[src/rtl/bios_wd_lpc_target.sv]
// LPC I/O target exposing the BIOS watchdog control register at BIOS_WD_ADDR and a status
// register at BIOS_WD_ADDR+1. Only single-cycle SYNC is used.
module bios_wd_lpc_target #(
  parameter logic [15:0] BIOS_WD_ADDR = 16'h0810
) (
  input  logic       LpcClock,
  input  logic       Reset,
  input  logic       LFRAMEn,
  input  logic [3:0] LAD_in,
  output logic [3:0] LAD_out,
  output logic       LAD_oe,
  input  logic       BiosFinished,
  input  logic       BiosPowerOff,
  input  logic       ForceSwap,
  output logic [7:0] BiosRegister,
  output logic       WriteBiosWD
);

  localparam logic [15:0] CtlAddr = BIOS_WD_ADDR;
  localparam logic [15:0] StsAddr = BIOS_WD_ADDR + 16'd1;

  typedef enum logic [3:0] {
    StIdle, StStart, StAddr0, StAddr1, StAddr2, StAddr3, StWdata0, StWdata1,
    StTar0, StTar1, StSync, StRdata0, StRdata1, StTar2, StTar3
  } state_e;

  state_e      state_q, state_d;
  logic        is_write_q, is_write_d;
  logic [15:0] addr_q, addr_d;
  logic [7:0]  wdata_q, wdata_d;
  logic [3:0]  lad_out_q, lad_out_d;
  logic        lad_oe_q, lad_oe_d;
  logic [7:0]  bios_reg_q, bios_reg_d;
  logic        wr_strobe_q, wr_strobe_d;
  logic        swap_seen_q, swap_seen_d;
  logic        commit;
  logic        addr_hit;
  logic [7:0]  rdata;

  assign addr_hit = ({addr_q[15:4], LAD_in} == CtlAddr) || ({addr_q[15:4], LAD_in} == StsAddr);
  assign rdata    = (addr_q == CtlAddr) ? bios_reg_q
                                        : {5'b0, swap_seen_q, BiosPowerOff, BiosFinished};

  always_comb begin
    state_d    = state_q;
    is_write_d = is_write_q;
    addr_d     = addr_q;
    wdata_d    = wdata_q;
    commit     = 1'b0;
    if (!LFRAMEn && state_q != StIdle && state_q != StStart) begin
      // Host abort: drop the cycle, possibly straight into a new START.
      state_d = (LAD_in == 4'h0) ? StStart : StIdle;
    end else begin
      case (state_q)
        StIdle: begin
          if (!LFRAMEn && LAD_in == 4'h0) state_d = StStart;
        end
        StStart: begin
          if (LFRAMEn) begin
            if (LAD_in == 4'h0) begin
              is_write_d = 1'b0;
              state_d    = StAddr0;
            end else if (LAD_in == 4'h2) begin
              is_write_d = 1'b1;
              state_d    = StAddr0;
            end else begin
              state_d = StIdle;
            end
          end else if (LAD_in != 4'h0) begin
            state_d = StIdle;
          end
        end
        StAddr0: begin
          addr_d[15:12] = LAD_in;
          state_d       = StAddr1;
        end
        StAddr1: begin
          addr_d[11:8] = LAD_in;
          state_d      = StAddr2;
        end
        StAddr2: begin
          addr_d[7:4] = LAD_in;
          state_d     = StAddr3;
        end
        StAddr3: begin
          addr_d[3:0] = LAD_in;
          if (!addr_hit)       state_d = StIdle;
          else if (is_write_q) state_d = StWdata0;
          else                 state_d = StTar0;
        end
        StWdata0: begin
          wdata_d[3:0] = LAD_in;
          state_d      = StWdata1;
        end
        StWdata1: begin
          wdata_d[7:4] = LAD_in;
          state_d      = StTar0;
        end
        StTar0:   state_d = StTar1;
        StTar1: begin
          state_d = StSync;
          commit  = is_write_q;
        end
        StSync:   state_d = is_write_q ? StTar2 : StRdata0;
        StRdata0: state_d = StRdata1;
        StRdata1: state_d = StTar2;
        StTar2:   state_d = StTar3;
        StTar3:   state_d = StIdle;
        default:  state_d = StIdle;
      endcase
    end
  end

  // LAD drive is a function of the next state so the pins come straight from flops.
  always_comb begin
    lad_out_d = 4'hF;
    lad_oe_d  = 1'b0;
    case (state_d)
      StSync: begin
        lad_out_d = 4'h0;
        lad_oe_d  = 1'b1;
      end
      StRdata0: begin
        lad_out_d = rdata[3:0];
        lad_oe_d  = 1'b1;
      end
      StRdata1: begin
        lad_out_d = rdata[7:4];
        lad_oe_d  = 1'b1;
      end
      StTar2: begin
        lad_out_d = 4'hF;
        lad_oe_d  = 1'b1;
      end
      default: begin
        lad_out_d = 4'hF;
        lad_oe_d  = 1'b0;
      end
    endcase
  end

  always_comb begin
    bios_reg_d  = bios_reg_q;
    wr_strobe_d = 1'b0;
    swap_seen_d = swap_seen_q;
    if (commit && addr_q == CtlAddr) begin
      bios_reg_d  = wdata_q;
      wr_strobe_d = 1'b1;
    end
    if (commit && addr_q == StsAddr && wdata_q[2]) swap_seen_d = 1'b0;
    if (ForceSwap) swap_seen_d = 1'b1;
  end

  always_ff @(posedge LpcClock or negedge Reset) begin
    if (!Reset) begin
      state_q     <= StIdle;
      is_write_q  <= 1'b0;
      addr_q      <= 16'h0000;
      wdata_q     <= 8'h00;
      lad_out_q   <= 4'hF;
      lad_oe_q    <= 1'b0;
      bios_reg_q  <= 8'h00;
      wr_strobe_q <= 1'b0;
      swap_seen_q <= 1'b0;
    end else begin
      state_q     <= state_d;
      is_write_q  <= is_write_d;
      addr_q      <= addr_d;
      wdata_q     <= wdata_d;
      lad_out_q   <= lad_out_d;
      lad_oe_q    <= lad_oe_d;
      bios_reg_q  <= bios_reg_d;
      wr_strobe_q <= wr_strobe_d;
      swap_seen_q <= swap_seen_d;
    end
  end

  assign LAD_out      = lad_out_q;
  assign LAD_oe       = lad_oe_q;
  assign BiosRegister = bios_reg_q;
  assign WriteBiosWD  = wr_strobe_q;

endmodule

[config.mk]
export PLATFORM = sky130hd
export DESIGN_NAME = bios_wd_lpc_target
export DESIGN_NICKNAME = d
export VERILOG_FILES = /design/src/rtl/bios_wd_lpc_target.sv
export SDC_FILE = /design/constraint.sdc
export NUM_CORES = 1
export LEC_CHECK = 0
export ABC_AREA = 1
export BUFFER_PORTS_ARGS = -buffer_cell sky130_fd_sc_hd__buf_2
export CORE_AREA = 2 2 92 68
export DETAILED_ROUTE_END_ITERATION = 6
export DIE_AREA = 0 0 94 70
export PLACE_DENSITY = 0.57
export SLEW_MARGIN = 20
export SYNTH_ARGS = -nofsm -noshare
export SYNTH_HDL_FRONTEND = slang
export SYNTH_SLANG_ARGS = --single-unit
[constraint.sdc]
create_clock -name LpcClock -period 1.6 [get_ports LpcClock]
set_input_delay 0.16 -clock LpcClock [delete_from_list [all_inputs] [get_ports LpcClock]]
set_output_delay 0.16 -clock LpcClock [all_outputs]
set_load 0.01 [all_outputs]
* Yosys cells after proc, flatten, opt, wreduce, memory -nomap -nowiden *
Cells that the tools add are included.

word-level totals
  logic and storage cells = 80
  bits in registers = 44
  memories = 0
  bits in read-only memories = 0
  input bits = 10
  output and inout bits = 14
  memory bits (writable) = 0
  latch bits = 0

cells by class
  $lt $le $gt $ge = 0
  multiplexer cells = 21
  add/sub/neg operators = 0
  multiply operators = 0
  equality and inequality tests = 23
  shift-type cells = 0
  div/mod/pow operators = 0
  bitwise operators = 1
  reductions and logical operators = 22

operators with widths
  cell                                                    count
  equality test 16 x 12 -> 1 bit (second input constant)  4
  one-hot mux 4 bit (14 select lines)                     1
  equality test 4 bit (second input constant)             10
  2-to-1 mux 4 bit                                        6
  equality test 4 x 3 -> 1 bit (second input constant)    4
  equality test 4 x 2 -> 1 bit (second input constant)    3
  one-hot mux 4 bit (3 select lines)                      1
  AND reduction 2 bit                                     6
  2-to-1 mux 1 bit                                        9
  zero test 4 bit                                         2
  2-to-1 mux 8 bit                                        1
  nonzero test 4 bit                                      2
  logical AND 1 bit                                       6
  equality test 4 x 1 -> 1 bit (second input constant)    1
  2-to-1 mux 2 bit                                        2
  != test 4 x 1 -> 1 bit (second input constant)          1
  AND reduction 4 bit                                     1
  nonzero test 2 bit                                      2
  OR reduction 4 bit                                      1
  2-to-1 mux 3 bit                                        1
  zero test 1 bit                                         1
  logical OR 1 bit                                        1
  NOT 1 bit                                               1

* Longest topological paths before layout *
  depth after elaboration = 9
  gate-level depth with buffers = 12
  gate-level depth less buffers = 12

* Worst setup path after synthesis *
Ideal clock, no wire load.

  path type = register to register
  from = register state_q[3]
  to = register bios_reg_q[0] (netlist: BiosRegister[0])
  clock period less this slack = 1501 ps
  arrival = 1384 ps
  data required time = 1483 ps
  slack = 99 ps
  stages on the path, launching flop included = 8
  setup time = 117 ps
  buffers on the path = 0
  cell sequence = dfrtp_1 -> nor2_2 -> nand2_4 -> nand2_8 -> nand3_2 -> or2_2 -> nand2_1 -> nand2_1

on the way
  word-level cells in the longest chain between the ends = 5
  elaborated cells between the ends (all ways) = 8
  those cells by class = eq/ne: 2; mux: 2; reduce/logical: 4

ends and longest elaborated chain
  what                            RTL line  source
  start, declared                 27        state_e state_q, state_d;
  start signal, assigned          156       state_q <= StIdle;
  start signal, assigned          166       state_q <= state_d;
  nonzero test 4 bit              50        if (!LFRAMEn && state_q != StIdle && state_q != StStart) begin
  logical AND 1 bit (2 in a row)  50
  2-to-1 mux 1 bit *              50
  logical AND 1 bit *             146       if (commit && addr_q == CtlAddr) begin
  end signal, assigned            172       bios_reg_q <= bios_reg_d;
  end, declared                   33        logic [7:0] bios_reg_q, bios_reg_d;

Mark *: on every way between the ends. The rest lies on a longest branch, timed or not.
A chain may end at the register's enable or synchronous reset.

* Final worst setup path *
  from = register state_q[2]
  to = register lad_out_q[2] (netlist: LAD_out[2])

on the way
  word-level cells in the longest chain between the ends = 6
  elaborated cells between the ends (all ways) = 27
  those cells by class = eq/ne: 17; mux: 6; reduce/logical: 4

ends and longest elaborated chain
  what                                                                      RTL line  source
  2-to-1 mux 4 bit or nonzero test 4 bit (tied branches)                    69, 50
  2-to-1 mux 4 bit or logical AND 1 bit (tied branches)                     59, 50
  one-hot mux 4 bit (14 select lines) or logical AND 1 bit (tied branches)  54, 50
  2-to-1 mux 4 bit *                                                        50
  equality test 4 bit                                                       118       case (state_d)
  one-hot mux 4 bit (3 select lines) *                                      118
  named net lad_out_d[2]                                                    31        logic [3:0] lad_out_q, lad_out_d;
  end signal, assigned                                                      170       lad_out_q <= lad_out_d;
  end, declared                                                             31

The timed path passes the listed nets; every way through them passes the cells marked *.

==> impl_metrics.csv <==
group,metric,value,unit
setup_path,r2r_end,"LAD_out[2]",
placement,dp.cells,379,
sta,rsz0062_at_grt,"true",
setup_path,end_kind,"flop",
worst_hold_path,min-delay-path-class,"in2reg",
sta,final-max-slew-violation-count,0,
power,powerDensity,1440,nW/µm²
clocking,cts_tree,"yes",
cells_and_area,diodes,0,
sta,fmax,0.623,GHz
detailed_routing,wl_per_cell,12.7,µm
placement,routabilityCongestion,0.962,
placement,post-dp-hpwl,3530,µm
clocking,insertion_delay,300,ps
cells_and_area,seq_area,1110,µm²
logic_synthesis,ys_seq_elements,44,
setup_path,worst-setup-path-type,"reg2reg",
grt,track_usage,15.8,%
logic_synthesis,synth_cells,266,
grt,grt_pass1_wl,8050,µm
grt,grt_start_max_net_pins,45,
sta,finClkSkew,9.33,ps
clocking,htreeDepth,2,
cells_and_area,utilization,47.4,%
setup_path,timing.rr.start,"state_q[2]",
die,pin_count,24,
logic_synthesis,synth_warnings,0,
status,outcome,"finished with violations",
setup_path,crit_fanout,7,
worst_hold_path,worstHoldPathCells,3,
power,vdd_drop_max,0.000697,V
die,coreArea,5860,µm²
sta,finalCritPeriodShare,100,%
power,switching_share,39.3,%
logic_synthesis,syn_nets,276,
logic_synthesis,ys_types,23,
logic_synthesis,async_flop_share,100,%
sta,tightest_slew,555,ps
cells_and_area,n_fill_cell,602,
detailed_routing,via_count,1831,
logic_synthesis,synth_top_area_share,45.3,%
grt,grt_remaining_overflow,0,
detailed_routing,dr.pass1.iters,6,
setup_path,rr_worst_depth,11,
logic_synthesis,netlist_top_cells_area,"dfrtp_1, nand2_1, o21ai_0, dfstp_2, inv_1",
detailed_routing,ant_nets,0,
logic_synthesis,synth_edf_count,0,
power,power.leakage,1.30,nW
grt,antenna_found_initial,0,
detailed_routing,drt_wl_total,5000,µm
die,die_y,70,µm
setup_path,ff2ff_setup_slack,-5,ps
sta,setup_slack,-5.41,ps
setup_path,crit_required,1830,ps
power,combPwrFrac,38.5,%
sta,period_needed,1610,ps
die,dieWidth,94,µm
setup_path,worst_setup_path_start_kind,"flop",
logic_synthesis,syn-cell-area,2210,µm²
placement,place_ws,-79.4,ps
die,initial_core_util,37.8,%
logic_synthesis,synthTopCellsByCount,"nand2_1, dfrtp_1, o21ai_0",
cells_and_area,syn_to_final_growth,25.6,%
power,switchingPower,1.57,mW
sta,finalSetupViolations,4,
power,clkPwrFrac,21.9,%
job,cap_violations,0,
clocking,numCtsBuffers,5,
logic_synthesis,syn_avg_cell_area,8.31,µm²
detailed_routing,vias_per_cell,4.65,
worst_hold_path,hold_end,"swap_seen_q",
grt,grt_pass1_vias,1695,
cells_and_area,drive_above_1_share,35.4,%
clocking,clk_pin_slew_worst_paths,90,ps
power,pwr-share-seq,39.7,%
logic_synthesis,yosys.area.top_type,"dfrtp_1",
sta,slew_headroom,63.0,%
placement,io_buffers,23,
cells_and_area,finalNetCount,325,
logic_synthesis,synth.most_common_cell,"nand2_1",
clocking,root_buffer,"clkbuf_8",
cells_and_area,multi_input_area,1060,µm²
detailed_routing,drc,0,
setup_path,crit_arrival,1840,ps
power,internal_power,2.43,mW
detailed_routing,drt_iter0_drc,90,
clocking,clock_tree.buffer_depth,2,
cells_and_area,instances_no_fill,394,
logic_synthesis,synth_seq_area_share,50.0,%
status,violations,"setup timing",
sta,hold_viol_final,0,
clocking,numClockSinks,44,
die,die_area,6580,µm²
worst_hold_path,min_from,"ForceSwap",
logic_synthesis,ys.flop_type,"dfrtp_1",
die,rows,24,
==> per-stage QoR <==
| stage | TNS [ps] | hold WS, ps | cell area [µm²] | total power [mW] |
|---|---|---|---|---|
| 3_3_place_gp | -153 | 278 | 2510 | 2.91 |
| 3_5_place_dp | -451 | 276 | 2510 | 2.94 |
| 2_1_floorplan | 0 | -136 | 2210 | 2.55 |
| 5_1_grt | -921 | 50.9 | 2780 | 4.28 |
| 4_1_cts | -205 | 37.3 | 2660 | 3.87 |
| 6_report | -11.7 | 40.9 | 2780 | 4.00 |
==> area by class of cell <==
type                            instances  share of cell area [%]
Clock buffer                            5                    2.48
Inverter                               34                    4.59
Timing Repair Buffer                   43                    9.77
Clock inverter                          3                    1.67
Sequential cell                        44                    40.0
Tap cell                               78                    3.51
Multi-Input combinational cell        187                    38.0
==> worst max-delay path, cell delays in order (launching register included) <==
cell and delay [ps]:
dfrtp_2 450, inv_2 70, nor2_4 150, nand2_2 100, nor2_2 100, nand3_2 90, nand2_2 100, nand2_4 70
nor2_4 190, nand2_4 80, nand2_4 90, nand3_2 60
==> flip-flops by register name, indices dropped and copies added, names as in the netlist <==
register	count
LAD_out	4
addr_q	16
is_write_q	1
swap_seen_q	1
BiosRegister	8
WriteBiosWD	1
LAD_oe	1
wdata_q	8
state_q	4
==> per-layer routing <==
| metal | GRT usage [%] | share of wire (%) | vias up |
|---|---|---|---|
| li1 | - | - | 941 |
| met3 | 3.78 | 4.1 | 2 |
| met2 | 21.7 | 43 | 40 |
| met1 | 25.0 | 53 | 848 |
| met5 | 0 | 0 | - |
| met4 | 3.38 | 0.42 | 0 |
==> power groups by stage <==
stage / sequential, mW / combinational (mW) / clock (mW)
after floorplan: 1.52 / 1.03 / 0
after CTS: 1.56 / 1.41 / 0.898
after detailed placement: 1.58 / 1.36 / 0
after global placement: 1.58 / 1.34 / 0
final: 1.59 / 1.54 / 0.875
after global routing: 1.61 / 1.72 / 0.945
==> worst max path at each step <==
stage | startpoint | to | slack (ps) | depth (start not counted)
final | state_q[2] | LAD_out[2] | -5 | 11
after global routing | addr_q[6] | LAD_out[1] | -140 | 11
after CTS | addr_q[9] | LAD_out[2] | -50 | 12
after detailed placement | addr_q[10] | LAD_out[2] | -80 | 12
after global placement | addr_q[10] | LAD_out[3] | -40 | 12
after floorplan | state_q[3] | BiosRegister[0] | 100 | 7
==> timing repair <==
item / CTS / global route
cloned: 0 / 1
gates resized for setup: 3 / 24
setup endpoints to repair: 12 / 16
hold endpoints to repair: 40 / 0
setup buffers: 2 / 3
hold buffers: 1 / 0
pin swaps: 4 / 20
==> cell usage in the layout, fill, tap and decap left out, drive strengths merged <==
cell	n
nor3	2
o21bai	1
or2	1
inv	35
dfstp	4
bufinv	1
clkbuf	5
dfrtp	40
nand4	4
nand3	24
clkinvlp	1
nand2	84
buf	42
o21ai	31
nor2	35
dlygate4sd3	1
nor2b	1
a21oi	4
==> cell families after synthesis <==
| logic type | share of synthesized area, % |
|---|---|
| AO/OA/AOI/OAI | 8.94 |
| buffers and inverters | 6.45 |
| flip-flops | 50.0 |
| AND/OR/NAND/NOR | 34.6 |
Note: power is estimated with default switching activity, not from simulation.
